[src/rtl/wasm_pkg.sv]
// Shared definitions for the WebAssembly immediate decoder.
// Holds the decoder state encoding, trap codes, per-width maximum
// encoded lengths and the unused-bit check applied to a final byte
// that reaches the maximum length.
// The unused-bit check is only used when LEB128_STRICT_EN is defined.
package wasm_pkg;

  typedef enum logic [1:0] {
    ST_IDLE  = 2'd0,
    ST_ACCUM = 2'd1,
    ST_DONE  = 2'd2,
    ST_ERROR = 2'd3
  } leb_state_e;

  localparam logic [1:0] LEB_TRAP_NONE     = 2'd0;
  localparam logic [1:0] LEB_TRAP_OVERLONG = 2'd1;
  localparam logic [1:0] LEB_TRAP_UNUSED   = 2'd2;

  localparam logic [3:0] LEB_MAX_LEN_32 = 4'd5;
  localparam logic [3:0] LEB_MAX_LEN_64 = 4'd10;

  // Returns 1 when the payload bits of a maximum-length final byte
  // that lie beyond the target width are not a valid extension.
  function automatic logic leb_unused_bad(input logic [7:0] b,
                                          input logic       is_signed,
                                          input logic       is_wide);
    logic bad;
    if (!is_wide) begin
      if (!is_signed) bad = (b[6:4] != 3'b000);
      else            bad = (b[6:4] != {3{b[3]}});
    end else begin
      if (!is_signed) bad = (b[6:1] != 6'd0);
      else            bad = !((b[6:0] == 7'h00) || (b[6:0] == 7'h7F));
    end
    return bad;
  endfunction

endpackage

[src/rtl/leb128_sign_extend.sv]
// Final value shaping for a completed LEB128 decode.
// Sign-extends the accumulated groups from the last payload bit when the
// encoding is signed and shorter than the target width, then clears the
// upper half for 32-bit targets (bits above 32 from a 5-byte encoding
// are dropped here as well).
module leb128_sign_extend
  import wasm_pkg::*;
(
  input  logic [63:0] acc_i,
  input  logic [6:0]  nbits_i,
  input  logic        signed_i,
  input  logic        wide_i,
  output logic [63:0] value_o
);

  logic [6:0]  target_w;
  logic        sign_bit;
  logic        extend;
  logic [63:0] ext_mask;

  // Decide whether and where to extend, then mask for the target width.
  always_comb begin
    target_w = wide_i ? 7'd64 : 7'd32;
    sign_bit = |(acc_i & (64'd1 << (nbits_i - 7'd1)));
    extend   = signed_i && sign_bit && (nbits_i < target_w);
    ext_mask = ~64'd0 << nbits_i;
    value_o  = extend ? (acc_i | ext_mask) : acc_i;
    if (!wide_i) value_o[63:32] = 32'd0;
  end

endmodule

[src/rtl/leb128_decoder.sv]
// Streaming LEB128 immediate decoder (signed/unsigned, 32/64-bit target).
// Accepts one byte per in_valid/in_ready handshake, accumulates 7-bit
// groups and presents the operand until out_ready. Overlong encodings
// trap with code 1. Defining LEB128_STRICT_EN also rejects maximum-length
// final bytes whose unused bits are not a proper extension (trap code 2).
module leb128_decoder
  import wasm_pkg::*;
(
  input  logic        clk,
  input  logic        reset,
  input  logic        start,
  input  logic        signed_i,
  input  logic        wide,
  input  logic [7:0]  in_data,
  input  logic        in_valid,
  output logic        in_ready,
  output logic [63:0] out_value,
  output logic [3:0]  out_len,
  output logic        out_valid,
  input  logic        out_ready,
  output logic [1:0]  trap
);

  leb_state_e  state_q;
  logic [63:0] acc_q;
  logic [3:0]  n_q;
  logic        signed_q;
  logic        wide_q;
  logic [63:0] out_value_q;
  logic [3:0]  out_len_q;
  logic [1:0]  trap_q;

  logic [6:0]  shamt;
  logic [6:0]  nbits;
  logic [63:0] acc_d;
  logic [3:0]  n_d;
  logic [3:0]  max_len;
  logic        at_max;
  logic        accept;
  logic        strict_bad;
  logic [63:0] final_value;

  // Next accumulator and byte count for the byte currently offered.
  always_comb begin
    shamt   = {3'd0, n_q} * 7'd7;
    nbits   = shamt + 7'd7;
    acc_d   = acc_q | ({57'd0, in_data[6:0]} << shamt);
    n_d     = n_q + 4'd1;
    max_len = wide_q ? LEB_MAX_LEN_64 : LEB_MAX_LEN_32;
    at_max  = (n_d == max_len);
    accept  = in_valid && in_ready;
  end

`ifdef LEB128_STRICT_EN
  assign strict_bad = at_max && leb_unused_bad(in_data, signed_q, wide_q);
`else
  assign strict_bad = 1'b0;
`endif

  leb128_sign_extend u_sign_extend (
    .acc_i    (acc_d),
    .nbits_i  (nbits),
    .signed_i (signed_q),
    .wide_i   (wide_q),
    .value_o  (final_value)
  );

  assign in_ready  = (state_q == ST_ACCUM);
  assign out_valid = (state_q == ST_DONE);
  assign out_value = out_value_q;
  assign out_len   = out_len_q;
  assign trap      = trap_q;

  // Decode FSM: start/accumulate/hold result/trap.
  always_ff @(posedge clk or negedge reset) begin
    if (!reset) begin
      state_q     <= ST_IDLE;
      acc_q       <= 64'd0;
      n_q         <= 4'd0;
      signed_q    <= 1'b0;
      wide_q      <= 1'b0;
      out_value_q <= 64'd0;
      out_len_q   <= 4'd0;
      trap_q      <= LEB_TRAP_NONE;
    end else begin
      case (state_q)
        ST_IDLE, ST_ERROR: begin
          if (start) begin
            state_q  <= ST_ACCUM;
            acc_q    <= 64'd0;
            n_q      <= 4'd0;
            signed_q <= signed_i;
            wide_q   <= wide;
            trap_q   <= LEB_TRAP_NONE;
          end
        end
        ST_ACCUM: begin
          if (accept) begin
            acc_q <= acc_d;
            n_q   <= n_d;
            if (in_data[7]) begin
              if (at_max) begin
                state_q <= ST_ERROR;
                trap_q  <= LEB_TRAP_OVERLONG;
              end
            end else if (strict_bad) begin
              state_q <= ST_ERROR;
              trap_q  <= LEB_TRAP_UNUSED;
            end else begin
              state_q     <= ST_DONE;
              out_value_q <= final_value;
              out_len_q   <= n_d;
            end
          end
        end
        ST_DONE: begin
          if (out_ready) state_q <= ST_IDLE;
        end
        default: state_q <= ST_IDLE;
      endcase
    end
  end

endmodule

[config.mk]
export PLATFORM = sky130hd
export DESIGN_NAME = leb128_decoder
export DESIGN_NICKNAME = d
export VERILOG_FILES = /design/src/rtl/wasm_pkg.sv /design/src/rtl/leb128_sign_extend.sv /design/src/rtl/leb128_decoder.sv
export SDC_FILE = /design/constraint.sdc
export NUM_CORES = 1
export LEC_CHECK = 0
export ABC_AREA = 1
export CORE_ASPECT_RATIO = 0.7
export CORE_MARGIN = 4
export CORE_UTILIZATION = 50
export CTS_CLUSTER_DIAMETER = 80
export CTS_CLUSTER_SIZE = 24
export DETAILED_ROUTE_END_ITERATION = 7
export GPL_TIMING_DRIVEN = 1
export PLACE_DENSITY = 0.74
export RECOVER_POWER = 50
export SETUP_SLACK_MARGIN = 0.5
export SKIP_CTS_REPAIR_TIMING = 1
export SLEW_MARGIN = 20
export SYNTH_ARGS = -nofsm -noshare
export SYNTH_HDL_FRONTEND = slang
export SYNTH_SLANG_ARGS = --single-unit
export TNS_END_PERCENT = 10
[constraint.sdc]
create_clock -name clk -period 3.75 [get_ports clk]
set_input_delay 0.5625 -clock clk [delete_from_list [all_inputs] [get_ports clk]]
set_output_delay 0.5625 -clock clk [all_outputs]
set_load 0.03 [all_outputs]
==> results.yml <==
synth:
  synth_top_flop_cell: "dfrtp_1"
  seq_area_frac_synth: 0.4043
  syn_area_um2: 8727
  synth_edf_count: 0
  syn_avg_cell_area_um2: 6.802
  synthCells: 1283
  synth_nets: 1322
  synth_cell_types: 39
  yosys_warnings: 0
  ys_async_sr_fraction: 1.000
  ys_seq_elements: 141
global_routing:
  grt_pass1_wl_um: 49760
  grt_use_met3: 0.09228
  use_met2: 0.4452
  grt_busiest_layer: "met1"
  grt_max_degree: 72
  use_met1: 0.5044
  grt_pass1_vias: 8471
  grt-ovfl-total: 0
  grt.total_usage: 0.3257
  antenna_found_initial: 0
routing:
  wirelength_um: 34980
  wl_per_cell_um: 20.67
  drtIter0Drc: 1520
  firstDrtPassIters: 5
  ant_nets: 0
  avgViaCountPerCell: 5.724
  drc: 0
  vias: 9685
pwr:
  leakage_nw: 6.193
  power_density_nw_per_um2: 1091
  vdd_drop_max_mv: 0.6223
run_status:
  violations: "max-capacitance violations, max-slew violations, negative setup slack"
  status: "finished with violations"
floorplanning:
  initial_utilization: 0.5099
  die_area_um2: 19670
  die_w_um: 165.9
  io_pins: 87
  coreArea_um2: 17120
  std_cell_rows: 40
  die_h_um: 118.5
critical_path:
  cp-end-kind: "flip-flop"
  cp-startpoint: "n_q[1]"
  r2r-start: "n_q[1]"
  required_ns: 4.07
  crit_type: "flip-flop to flip-flop"
  cp_max_fo: 8
  worstPathArrival_ns: 4.13
  crit_path_start_kind: "flip-flop"
sta:
  fin_hold_ws_ns: 0.4753
  hold_viol: 0
  grt_setup_unrepaired: "yes"
  min_period_ns: 3.809
  timing.final.crit_share: 1.016
  setup_tns_ns: -0.9005
  finalClockSkew_ns: 0.01464
  slew_headroom: -0.2170
  worst_slack_ns: -0.05912
  worst_pin_slew_ns: 1.826
  fmax_mhz: 262.5
  setup_viol_count_final: 47
  final_max_slew_viol_count: 72
run:
  maxCapViolCount: 3
cts:
  clkTransAtPathRegs_ns: 0.07
  clk_latency_ns: 0.43
  cts_buffer_depth: 2
  cts_tree: "built"
  numCtsBuffers: 17
  cts_max_level: 4
  clkSinkCount: 141
  root_buffer: "clkbuf_16"
worst_hold_path:
  hold_start: "out_value[43]"
  hold_class: "flip-flop to flip-flop"
finish:
  areaGrowthSynthToFinish_pct: 36.89
  n_antenna_cell: 0
  nNetsFinal: 1488
  drive_gt1_frac: 0.1821
  fillerInstances: 1451
  stdcell_area_um2: 11950
placement:
  gp_routability_congestion: 1.008
  portBuffers: 85
  place_area_um2: 10480
  hpwl_um: 23870
-- cell families after synthesis --
logic type                 Yosys count  share of synthesized area
xor gates and xnor gates             7                   0.007886
AOI/OAI and AO/OA                  195                     0.1141
adders and majority gates           24                    0.03699
and+or+nand+nor                    634                     0.3075
DFF                                141                     0.4043
other                                1                  0.0004297
muxes                                1                   0.001290
buffers and inverters              280                     0.1275
-- layer usage --
metal | up-vias | part of all wire
met3 | 91 | 0.14
met4 | 0 | 0.028
met2 | 646 | 0.41
met5 | - | 0
li1 | 4356 | -
met1 | 4592 | 0.42
-- metrics by stage --
| step | setup slack (ns) | instances | utilization | power [mW] |
|---|---|---|---|---|
| 5_1_grt | -0.1943 | 1692 | 0.6980 | 13.52 |
| 4_1_cts | -0.1265 | 1656 | 0.6458 | 10.69 |
| 6_report | -0.05912 | 1692 | 0.6980 | 13.03 |
| 2_1_floorplan | 0.1290 | 1283 | - | 6.463 |
| 3_3_place_gp | -0.03263 | 1625 | 0.6121 | 8.930 |
| 3_5_place_dp | -0.08921 | 1625 | 0.6121 | 8.970 |
-- report_power, final --
part,internal [mW],total (mW),switching [mW]
Combinational,3.48,9.18,5.70
Sequential,1.92,2.15,0.230
Clock,1.01,1.70,0.689
-- cell usage after synthesis, drive strengths merged, types with 3 or more instances --
cell	instances	area (um2)
xor2	5	43.79
nor3	9	55.05
buf	25	151.4
dfrtp	141	3528
o22ai	3	18.77
nor2	144	553.0
clkbuf	39	150.1
ha	21	262.8
a21oi	48	244.0
nand3	112	565.5
nand2	330	1261
a31oi	3	18.77
fa	3	60.06
o21ai	138	690.7
nand4	33	206.5
inv	214	803.3
nand3b	4	30.03
-- critical path, cell delays in order, from the launching register on --
cell and delay [ns]:
dfrtp_2 0.40, clkinv_4 0.09, ha_4 0.31, inv_4 0.05
nor2_4 0.11, nor2_4 0.05, xor2_2 0.17, fa_2 0.67
inv_2 0.10, nand3_4 0.12, inv_6 0.06, nand2_4 0.10
nand2_8 0.09, buf_2 0.18, nand3_1 0.08, nand2_1 0.05
nor2_1 0.10, nand2_1 0.06, nor2_1 0.10, nand2_1 0.11
nand2_4 0.12, nand2_8 0.11, buf_12 0.17, nand3_1 0.07
nand2_1 0.08, nand2_1 0.08, nand2_1 0.05
-- cells in the final DEF, fill, tap and decap left out, drive strengths merged --
cell type,count
xor2,5
a31oi,3
bufinv,2
nand3,112
mux2,1
nand4,33
o22ai,3
inv,214
o21ai,138
o31ai,2
clkinv,8
or2,2
clkdlybuf4s50,84
nand2,333
clkinvlp,2
conb,1
clkbuf,35
ha,21
nor3,9
a221oi,1
fa,3
xnor2,2
nand3b,4
nor2,144
dfrtp,141
buf,110
a21oi,48
-- final timing paths --
| check | depth (start not counted) | end | slack (ns) |
|---|---|---|---|
| max | 26 | out_value[39] | -0.06 |
| min reg2reg | 2 | out_value[43] | 0.48 |
| max reg2reg | 26 | out_value[39] | -0.06 |
| min in group asynchronous | 1 | out_value[4] | 0.62 |
| min | 2 | out_value[43] | 0.48 |
| max in group asynchronous | 2 | out_value[29] | 0.94 |
-- registers in the layout, summed over array words and instances, names as in the netlist --
register   cells
acc_q         64
out_value     64
state_q        2
n_q            4
wide_q         1
trap           1
signed_q       1
out_len        4
-- cell type report --
| type | count | area (um2) | area share |
|---|---|---|---|
| clock buffers | 21 | 460.4 | 0.03854 |
| multi-input cells | 865 | 4672 | 0.3911 |
| inverters | 216 | 833.3 | 0.06975 |
| clock inverters | 10 | 116.4 | 0.009740 |
| well taps | 231 | 289.0 | 0.02419 |
| flip-flops and latches | 141 | 3531 | 0.2956 |
| repair buffers | 208 | 2044 | 0.1711 |
No activity file was read; power rests on OpenSTA's default activity.
